File: src/rtl/a5_1_controller_pkg.sv
// Shared constants and state type for the A5/1 keystream sequencer.
// Register lengths are kept here for the X/Y/Z LFSR modules.
package a5_1_controller_pkg;

   localparam int KEY_LEN    = 64;
   localparam int FRAME_LEN  = 22;
   localparam int MIX_CYCLES = 100;
   localparam int KS_LEN     = 228;

   localparam int X_LEN = 19;
   localparam int Y_LEN = 22;
   localparam int Z_LEN = 23;

   typedef enum logic [2:0] {
      S_IDLE  = 3'd0,
      S_CLEAR = 3'd1,
      S_KEY   = 3'd2,
      S_FRAME = 3'd3,
      S_MIX   = 3'd4,
      S_GEN   = 3'd5,
      S_DRAIN = 3'd6
   } state_e;

   function automatic logic [7:0] last_cnt(input int len);
      return 8'(len - 1);
   endfunction

endpackage

File: src/rtl/a5_1_controller_majority.sv
// Majority clock rule: a register steps when its clocking bit
// agrees with the majority of the three clocking bits.
module a5_1_majority_clock (
   input  logic x_maj,
   input  logic y_maj,
   input  logic z_maj,
   input  logic enable,
   output logic x_trigger,
   output logic y_trigger,
   output logic z_trigger
);

   logic m;

   assign m = (x_maj & y_maj) | (x_maj & z_maj) | (y_maj & z_maj);

   assign x_trigger = enable & (x_maj == m);
   assign y_trigger = enable & (y_maj == m);
   assign z_trigger = enable & (z_maj == m);

endmodule

File: src/rtl/a5_1_controller.sv
// A5/1 sequencer: clear, key load, frame load, mixing, then
// bit-serial keystream output under a valid/ready handshake.
module a5_1_controller
   import a5_1_controller_pkg::*;
(
   input  logic        clk,
   input  logic        reset,
   input  logic        start,
   input  logic [63:0] key,
   input  logic [21:0] frame,
   input  logic        x_maj,
   input  logic        y_maj,
   input  logic        z_maj,
   input  logic        x_out,
   input  logic        y_out,
   input  logic        z_out,
   output logic        regs_clear,
   output logic        x_trigger,
   output logic        y_trigger,
   output logic        z_trigger,
   output logic        shift_bit,
   output logic        ks_bit,
   output logic        ks_valid,
   input  logic        ks_ready,
   output logic        busy,
   output logic        done
);

   localparam logic [7:0] KEY_LAST   = last_cnt(KEY_LEN);
   localparam logic [7:0] FRAME_LAST = last_cnt(FRAME_LEN);
   localparam logic [7:0] MIX_LAST   = last_cnt(MIX_CYCLES);
   localparam logic [7:0] KS_LAST    = last_cnt(KS_LEN);

   state_e      state_q;
   logic [7:0]  cnt_q;
   logic [63:0] key_q;
   logic [21:0] frame_q;
   logic        regs_clear_q;
   logic        ks_valid_q;
   logic        ks_valid_d;
   logic        done_q;

   logic fire;
   logic loading;
   logic maj_en;
   logic mx, my, mz;

   assign fire    = !ks_valid_q || ks_ready;
   assign loading = (state_q == S_KEY) || (state_q == S_FRAME);
   assign maj_en  = (state_q == S_MIX) || ((state_q == S_GEN) && fire);

   a5_1_majority_clock u_maj (
      .x_maj     (x_maj),
      .y_maj     (y_maj),
      .z_maj     (z_maj),
      .enable    (maj_en),
      .x_trigger (mx),
      .y_trigger (my),
      .z_trigger (mz)
   );

   assign x_trigger = loading | mx;
   assign y_trigger = loading | my;
   assign z_trigger = loading | mz;

   assign shift_bit = ((state_q == S_KEY) & key_q[0])
                    | ((state_q == S_FRAME) & frame_q[0]);

   assign ks_bit     = x_out ^ y_out ^ z_out;
   assign ks_valid   = ks_valid_q;
   assign regs_clear = regs_clear_q;
   assign done       = done_q;
   assign busy       = (state_q != S_IDLE);

   always_comb begin
      ks_valid_d = ks_valid_q;
      if ((state_q == S_GEN) && fire)
         ks_valid_d = 1'b1;
      else if (ks_valid_q && ks_ready)
         ks_valid_d = 1'b0;
   end

   always_ff @(posedge clk or posedge reset) begin
      if (reset) begin
         state_q      <= S_IDLE;
         cnt_q        <= '0;
         key_q        <= '0;
         frame_q      <= '0;
         regs_clear_q <= 1'b0;
         ks_valid_q   <= 1'b0;
         done_q       <= 1'b0;
      end else begin
         regs_clear_q <= 1'b0;
         done_q       <= 1'b0;
         ks_valid_q   <= ks_valid_d;
         unique case (state_q)
            S_IDLE: begin
               // done_q still high means the previous run ends this cycle
               if (start && !done_q) begin
                  key_q        <= key;
                  frame_q      <= frame;
                  regs_clear_q <= 1'b1;
                  cnt_q        <= '0;
                  state_q      <= S_CLEAR;
               end
            end
            S_CLEAR: begin
               cnt_q   <= '0;
               state_q <= S_KEY;
            end
            S_KEY: begin
               key_q <= key_q >> 1;
               if (cnt_q == KEY_LAST) begin
                  cnt_q   <= '0;
                  state_q <= S_FRAME;
               end else begin
                  cnt_q <= cnt_q + 8'd1;
               end
            end
            S_FRAME: begin
               frame_q <= frame_q >> 1;
               if (cnt_q == FRAME_LAST) begin
                  cnt_q   <= '0;
                  state_q <= S_MIX;
               end else begin
                  cnt_q <= cnt_q + 8'd1;
               end
            end
            S_MIX: begin
               if (cnt_q == MIX_LAST) begin
                  cnt_q   <= '0;
                  state_q <= S_GEN;
               end else begin
                  cnt_q <= cnt_q + 8'd1;
               end
            end
            S_GEN: begin
               if (fire) begin
                  if (cnt_q == KS_LAST) begin
                     cnt_q   <= '0;
                     state_q <= S_DRAIN;
                  end else begin
                     cnt_q <= cnt_q + 8'd1;
                  end
               end
            end
            S_DRAIN: begin
               if (!ks_valid_q) begin
                  done_q  <= 1'b1;
                  state_q <= S_IDLE;
               end
            end
            default: state_q <= S_IDLE;
         endcase
      end
   end

endmodule

File: config.mk
export PLATFORM = sky130hd
export DESIGN_NAME = a5_1_controller
export DESIGN_NICKNAME = d
export VERILOG_FILES = /design/src/rtl/a5_1_controller_pkg.sv /design/src/rtl/a5_1_controller_majority.sv /design/src/rtl/a5_1_controller.sv
export SDC_FILE = /design/constraint.sdc
export NUM_CORES = 1
export LEC_CHECK = 0
export CAP_MARGIN = 10
export CORE_MARGIN = 2
export CORE_UTILIZATION = 52
export CTS_BUF_LIST = sky130_fd_sc_hd__clkbuf_2 sky130_fd_sc_hd__clkbuf_4 sky130_fd_sc_hd__clkbuf_8
export CTS_CLUSTER_SIZE = 14
export DETAILED_ROUTE_END_ITERATION = 10
export PLACE_DENSITY = 0.88
export SYNTH_ARGS = -nofsm -noshare
export SYNTH_HDL_FRONTEND = slang
export SYNTH_SLANG_ARGS = --single-unit
export TNS_END_PERCENT = 50
File: constraint.sdc
create_clock -name clk -period 3.4 [get_ports clk]
set_input_delay 0.51 -clock clk [delete_from_list [all_inputs] [get_ports clk]]
set_output_delay 0.51 -clock clk [all_outputs]
set_load 0.1 [all_outputs]
==> results.py <==
metrics = {
    "outcome": {
        "outcome": "complete, no violations",
    },
    "floorplan": {
        "die_x_um": 97.4,
        "ios": 105,
        "die-area_um2": 9490,
        "start_util_pct": 52.8,
        "rows": 34,
        "fp.dieH_um": 97.4,
        "core_um2": 8590,
    },
    "route": {
        "drtIter0Drc": 190,
        "drc": 0,
        "routedWlPerCell_um": 15.0,
        "first_pass_iters": 5,
        "viasPerCell": 5.57,
        "ant_nets": 0,
        "vias": 3863,
        "drt-total-wl_um": 10400,
    },
    "final_layout": {
        "area_growth_pct": 28.9,
        "nets": 682,
        "stdcell_count": 694,
        "n_antenna_cell": 0,
        "drive_gt1_share_pct": 7.68,
        "nFillCells": 678,
    },
    "placed_design": {
        "gp_congestion": 0.826,
        "placed_cells": 678,
        "port_buffers": 104,
        "dpl.hpwl_um": 7050,
    },
    "global_route": {
        "grt_pass1_vias": 3793,
        "grt-ovfl-total": 0,
        "grt_max_degree": 49,
        "grt_antenna_before_repair": 0,
        "track_usage_pct": 22.3,
        "grt_pass1_wl_um": 17500,
    },
    "synth": {
        "synth_cells": 491,
        "synthesis.area_um2": 4540,
        "synth_cell_type_count": 43,
        "yosysWarnings": 0,
        "seq_area_frac_synth_pct": 55.2,
        "synth_nets": 592,
        "synth_area_leaders": "dfrtp_1 (55%), nor2_1 (14%), o22ai_1 (12%)",
        "synth_top_cell_by_area": "dfrtp_1",
        "synth-seq-cells": 100,
        "syn_area_per_cell_um2": 9.24,
        "synth_top_area_share_pct": 55.2,
    },
    "clocking": {
        "cts_hold_buf": 0,
        "cts_resized": 0,
        "clkSlewWorstSetupHoldPaths_ns": 0.09,
        "cts_tree": "yes",
        "clock_sinks": 100,
        "clock_path_buffers": 2,
        "cts-root-buf": "clkbuf_8",
        "htree_levels": 3,
        "cts_buffers": 9,
        "post_cts_buffers": 0,
        "clkLatencyLatePin_ns": 0.36,
    },
    "sta": {
        "fin_crit_sh_pct": 82.0,
        "hold_ws_ns": 0.504,
        "rsz0062_at_grt": "false",
        "setup_viol": 0,
        "slew_viol_final": 0,
        "fin_crit_ns": 2.79,
        "final.setup.tns_ns": 0,
        "relSlewSlack_pct": 34.7,
        "finalHoldViolCount": 0,
        "tightest_slew_ns": 0.976,
        "finClkSkew_ns": 0.0112,
        "fmaxAchievable_mhz": 359,
    },
    "run": {
        "drv_cap": 0,
    },
    "power_and_ir_drop": {
        "seqPwrFrac_pct": 54.3,
        "power_density_nw_per_um2": 375,
        "ir_worst_vdd_uv": 249,
        "p_switching_uw": 462,
        "clock_power_share_pct": 38.1,
        "intPower_uw": 1730,
        "switching_share_pct": 21.1,
        "p_leak_uw": 0.00283,
        "comb_power_share_pct": 7.6,
    },
    "setup_path": {
        "cp_top_family": "simple AND/OR/NAND/NOR gates",
        "crit_arrival_ns": 2.28,
        "max_stage_delay_ns": 0.81,
        "cp_cell_sequence": "or3b_2, o22ai_1, buf_4",
        "critPathSlowestCell": "or3b_2",
        "path_class": "register to primary output",
        "endpoint_kind": "primary output",
        "start_kind": "register",
        "critPathBufInv": 1,
        "worstPathMaxFanout": 31,
        "required_ns": 2.89,
    },
    "hold_path": {
        "min_path_type": "register to register",
    },
}
-- sequential cells by signal (all words and copies together) (netlist names) --
signal,count
key_q,64
frame_q,22
cnt_q,8
state_q,3
done,1
ks_valid,1
regs_clear,1
-- metrics by stage --
stage | util, % | total power, µW | instance area, µm² | setup WS (ns)
floorplan | - | 1250 | 4540 | 0.00783
global placement | 65.4 | 1380 | 5620 | 0.926
CTS | 68.1 | 2210 | 5850 | 0.598
global route | 68.1 | 2270 | 5850 | 0.502
finish | 68.1 | 2190 | 5850 | 0.613
detailed placement | 65.4 | 1380 | 5620 | 0.888
-- per-layer routing --
layer,routed length (µm),up-vias,global-route usage [%],part of all wire [%]
met5,0,-,0,0
met4,110,0,5.24,1.1
met3,619,9,6.19,5.9
met2,5170,101,36.5,50
met1,4530,1867,29.9,43
li1,-,1886,-,-
-- synthesized netlist by cell type (all sizes together) --
cell type  number
nor2          167
dfrtp         100
o22ai          88
buf            22
nand2          17
inv            13
clkbuf         11
nand3           9
a21oi           6
ha              5
nor2b           5
a31oi           4
nand2b          4
nor3            4
nand3b          3
o21ai           3
or3b            3
a21o            2
a31o            2
a32oi           2
mux2            2
o311ai          2
o31ai           2
xnor2           2
a211oi          1
a21boi          1
a22o            1
a311oi          1
a41o            1
and4            1
nand4           1
nand4bb         1
nor3b           1
o21bai          1
or2             1
or3             1
xor2            1
-- path summary, 6_finish.rpt --
| path | start | end | slack (ns) | cells after the start |
|---|---|---|---|---|
| max | state_q[0] | shift_bit | 0.61 | 3 |
| min | key_q[35] | key_q[35] | 0.50 | 2 |
| max reg2reg | state_q[0] | state_q[0] | 0.94 | 5 |
| min reg2reg | key_q[35] | key_q[35] | 0.50 | 2 |
| max in group asynchronous | reset | cnt_q[5] | 2.13 | 3 |
| min in group asynchronous | reset | frame_q[17] | 0.54 | 2 |
-- worst reg2reg max path, cell delays in order, from the launching register on --
cell and delay, ns:
dfrtp_1 0.58, or3b_2 0.65, a21o_1 0.22, nand3_1 0.18, a311oi_2 0.35, mux2_2 0.38
-- cell type report --
type / instances / area (µm²) / share of cell area [%]
Sequential cell: 100 / 2500 / 42.8
Clock buffer: 11 / 139 / 2.37
Timing Repair Buffer: 112 / 1100 / 18.8
Tap cell: 108 / 135 / 2.31
Clock inverter: 5 / 85.1 / 1.45
Inverter: 13 / 51.3 / 0.877
Multi-Input combinational cell: 345 / 1830 / 31.4
-- placed cells by master, fill, tap and decap left out, types with 6 or more instances in the layout --
master,count
o22ai_1,88
buf_4,12
dfrtp_1,100
clkdlybuf4s50_1,99
clkbuf_8,9
nand3_1,9
inv_1,12
nand2_1,16
nor2_1,167
a21oi_1,6
-- cells by family after synthesis --
| kind of cell | after synthesis | synth area share (%) |
|---|---|---|
| compound gates | 117 | 17.7 |
| buf+inv | 46 | 4.50 |
| flops | 100 | 55.2 |
| simple gates | 218 | 20.2 |
| xor+xnor | 3 | 0.579 |
| fa+ha+maj | 5 | 1.38 |
| mux | 2 | 0.497 |
-- power groups by stage --
stage / clock network, µW / logic, µW / registers (µW)
4_1_cts: 854 / 170 / 1190
6_report: 835 / 167 / 1190
3_5_place_dp: 0 / 168 / 1210
2_1_floorplan: 0 / 38.9 / 1210
3_3_place_gp: 0 / 167 / 1210
5_1_grt: 901 / 181 / 1190
(Power assumes the default switching activity.)
==> RTL edit, RTL diff (config.mk and constraints unchanged) <==
Encoding of `state_e`: now one-hot (7 bits for 7 states).
--- a/src/rtl/a5_1_controller_pkg.sv
+++ b/src/rtl/a5_1_controller_pkg.sv
@@ -12,12 +12,12 @@
    localparam int Z_LEN = 23;
 
-   typedef enum logic [2:0] {
-      S_IDLE  = 3'd0,
-      S_CLEAR = 3'd1,
-      S_KEY   = 3'd2,
-      S_FRAME = 3'd3,
-      S_MIX   = 3'd4,
-      S_GEN   = 3'd5,
-      S_DRAIN = 3'd6
+   typedef enum logic [6:0] {
+      S_IDLE  = 7'b0000001,
+      S_CLEAR = 7'b0000010,
+      S_KEY   = 7'b0000100,
+      S_FRAME = 7'b0001000,
+      S_MIX   = 7'b0010000,
+      S_GEN   = 7'b0100000,
+      S_DRAIN = 7'b1000000
    } state_e;
 
Function: no difference found for any inputs over 10 cycles, from zero or initial values and one cycle with reset high; not proved beyond that.
==> RTL edit against the unedited design <==
Non-clock buffer count decreased by 1. Cell area increased by 8.0%. Worst setup slack improved by 0.080 ns. Routed wire length increased by 10%. Final cell count increased by 17%. Sequential cell count increased by 4. Synthesized area increased by 10%. Critical path type is now flip-flop to flip-flop. Critical endpoint is now state_q[5]$_DFFE_PP0P_. Highest routed layer unchanged.
Power is not compared: it rests on default switching activity, and its combinational part moved more than twofold at a synthesized area within 25%.
==> RTL edit: results (changes against the unedited design) <==
- Final Skew: 0.0113 ns (+0.000124 ns)
- Register area share after synthesis: 0.522 (-0.0302)
- Fin Hold WS: 0.535 ns (+0.0314 ns)
- Ant diodes: 0 (unchanged)
- Share of post-route cells with drive strength above 1: 0.0569 (-0.0199)
- CP Max Fanout: 11 (-65%)
- Routed wire per std cell: 14.1 um (-6.3%)
- Beginning of the critical path: cnt_q[0]$_DFFE_PP0P_
- DRT iter0 DRCs: 226 (+19%)
- Fill count: 742 (+9.4%)
- Final net count: 779 (+14%)
- Largest regs: key_q (64), frame_q (22), cnt_q (8)
- Pleak: 0.00278 uW
- Area contributors post-synth: dfrtp_1 52%, nand2_1 13%, a31oi_1 11%
- Async set-reset flop share out of synthesis: 1.00 (unchanged)
- Slew headroom: 0.350 (+0.00295)
- Initial antenna violation count: 0 (unchanged)
- Critical Path AT: 2.95 ns (+0.67 ns)
- Detailed Place HPWL: 7440 um (+5.6%)
- Max VDD drop: 0.00104 V
- Buffers on Ports: 104 (unchanged)
- Reg clk slew, reported paths: 0.09 ns (about the same)
- Crit path to: state_q[5]$_DFFE_PP0P_
- Hold endpoint: done$_DFF_PP0_
- # resized after CTS: 0 (unchanged)
- Ys Warns: 0 (unchanged)
- R2R depth: 6 (+1)
- Hold Path Depth: 1 (-1)
- GPL Wtd Cong: 0.850 (+3.0%)
- Pre-CTS WS: 0.708 ns (-0.180 ns)
- Global-route usage over all layers: 0.236 (+0.0125)
- Synth Net Count: 700 (+18%)
- Top post-synthesis cells by count: 179 x nand2_1, 103 x dfrtp_1, 91 x nor2_1
- CTS buffer count: 9 (unchanged)
- Outcome: finished clean
- Largest net degree at the start of global routing: 129 (+160%)
- Root buffer cell: clkbuf_8
- Launch point of the worst hold path: ks_valid$_DFFE_PP0P_
- First-pass GRT wire length: 19,700 um (+13%)
- Synth cell types: 42 (-2.3%)
- DR pass1 iterations: 5 (unchanged)
- Worst r2r src: cnt_q[0]$_DFFE_PP0P_
- Slack of the critical path: 0.694 ns (+0.0801 ns)
- R2R Setup Slk: 0.69 ns (-0.25 ns)
- Drt via density: 5.58 (+0.30%)
- Number of global-route vias before repair: 4,527 (+19%)
RTL edit: cell types whose count changed after synthesis, sizes merged, moves of 18 or more:
cell and delta:
nand2 +162, o22ai -84, a31oi +80, nor2 -76
clkbuf +25, o21ai +18
RTL edit: area by class of cell:
type | count | area [um^2] | share of cell area
clock buffers | 10 | 138 | 0.0218
clock inverters | 6 | 66.3 | 0.0105
inverters | 6 | 25.0 | 0.00396
multi-input cells | 449 | 2190 | 0.347
flip-flops and latches | 104 | 2600 | 0.412
well taps | 129 | 161 | 0.0256
repair buffers | 111 | 1130 | 0.179
RTL edit: per-stage QoR:
step / cells / area [um^2]
floorplan: 602 / 4990
global placement: 799 / 6110
detailed placement: 799 / 6110
CTS: 815 / 6320
global route: 815 / 6320
finish: 815 / 6320
RTL edit: where the power goes:
part	internal [uW]	switching, uW
combinational	865	1440
clock	362	427
sequential	1830	309
RTL edit: worst max-delay path, stage by stage, from the launching register on:
cell and delay, ns:
dfrtp_1 0.41, ha_1 0.23, or4b_1 0.49, or3_4 0.36, o2bb2ai_2 0.20, or4b_4 0.60, mux2_4 0.31
RTL edit: cells by family (layout without fill, tap and decap cells):
kind of cell,count (synthesis),after routing,share of synthesized area
DFF,104,104,0.522
xor gates and xnor gates,5,5,0.00877
adders and majority gates,2,2,0.00501
buffers and inverters,49,133,0.0396
muxes,1,1,0.00301
AOI/OAI and AO/OA,127,127,0.160
and+or+nand+nor,314,314,0.262
RTL edit: routing by layer:
layer  vias up  GRT usage  share of wire
li1       2218          -              -
met1      2155      0.307           0.46
met3        18     0.0342          0.057
met4         0     0.0872          0.018
met5         -          0              0
met2       159      0.402           0.47
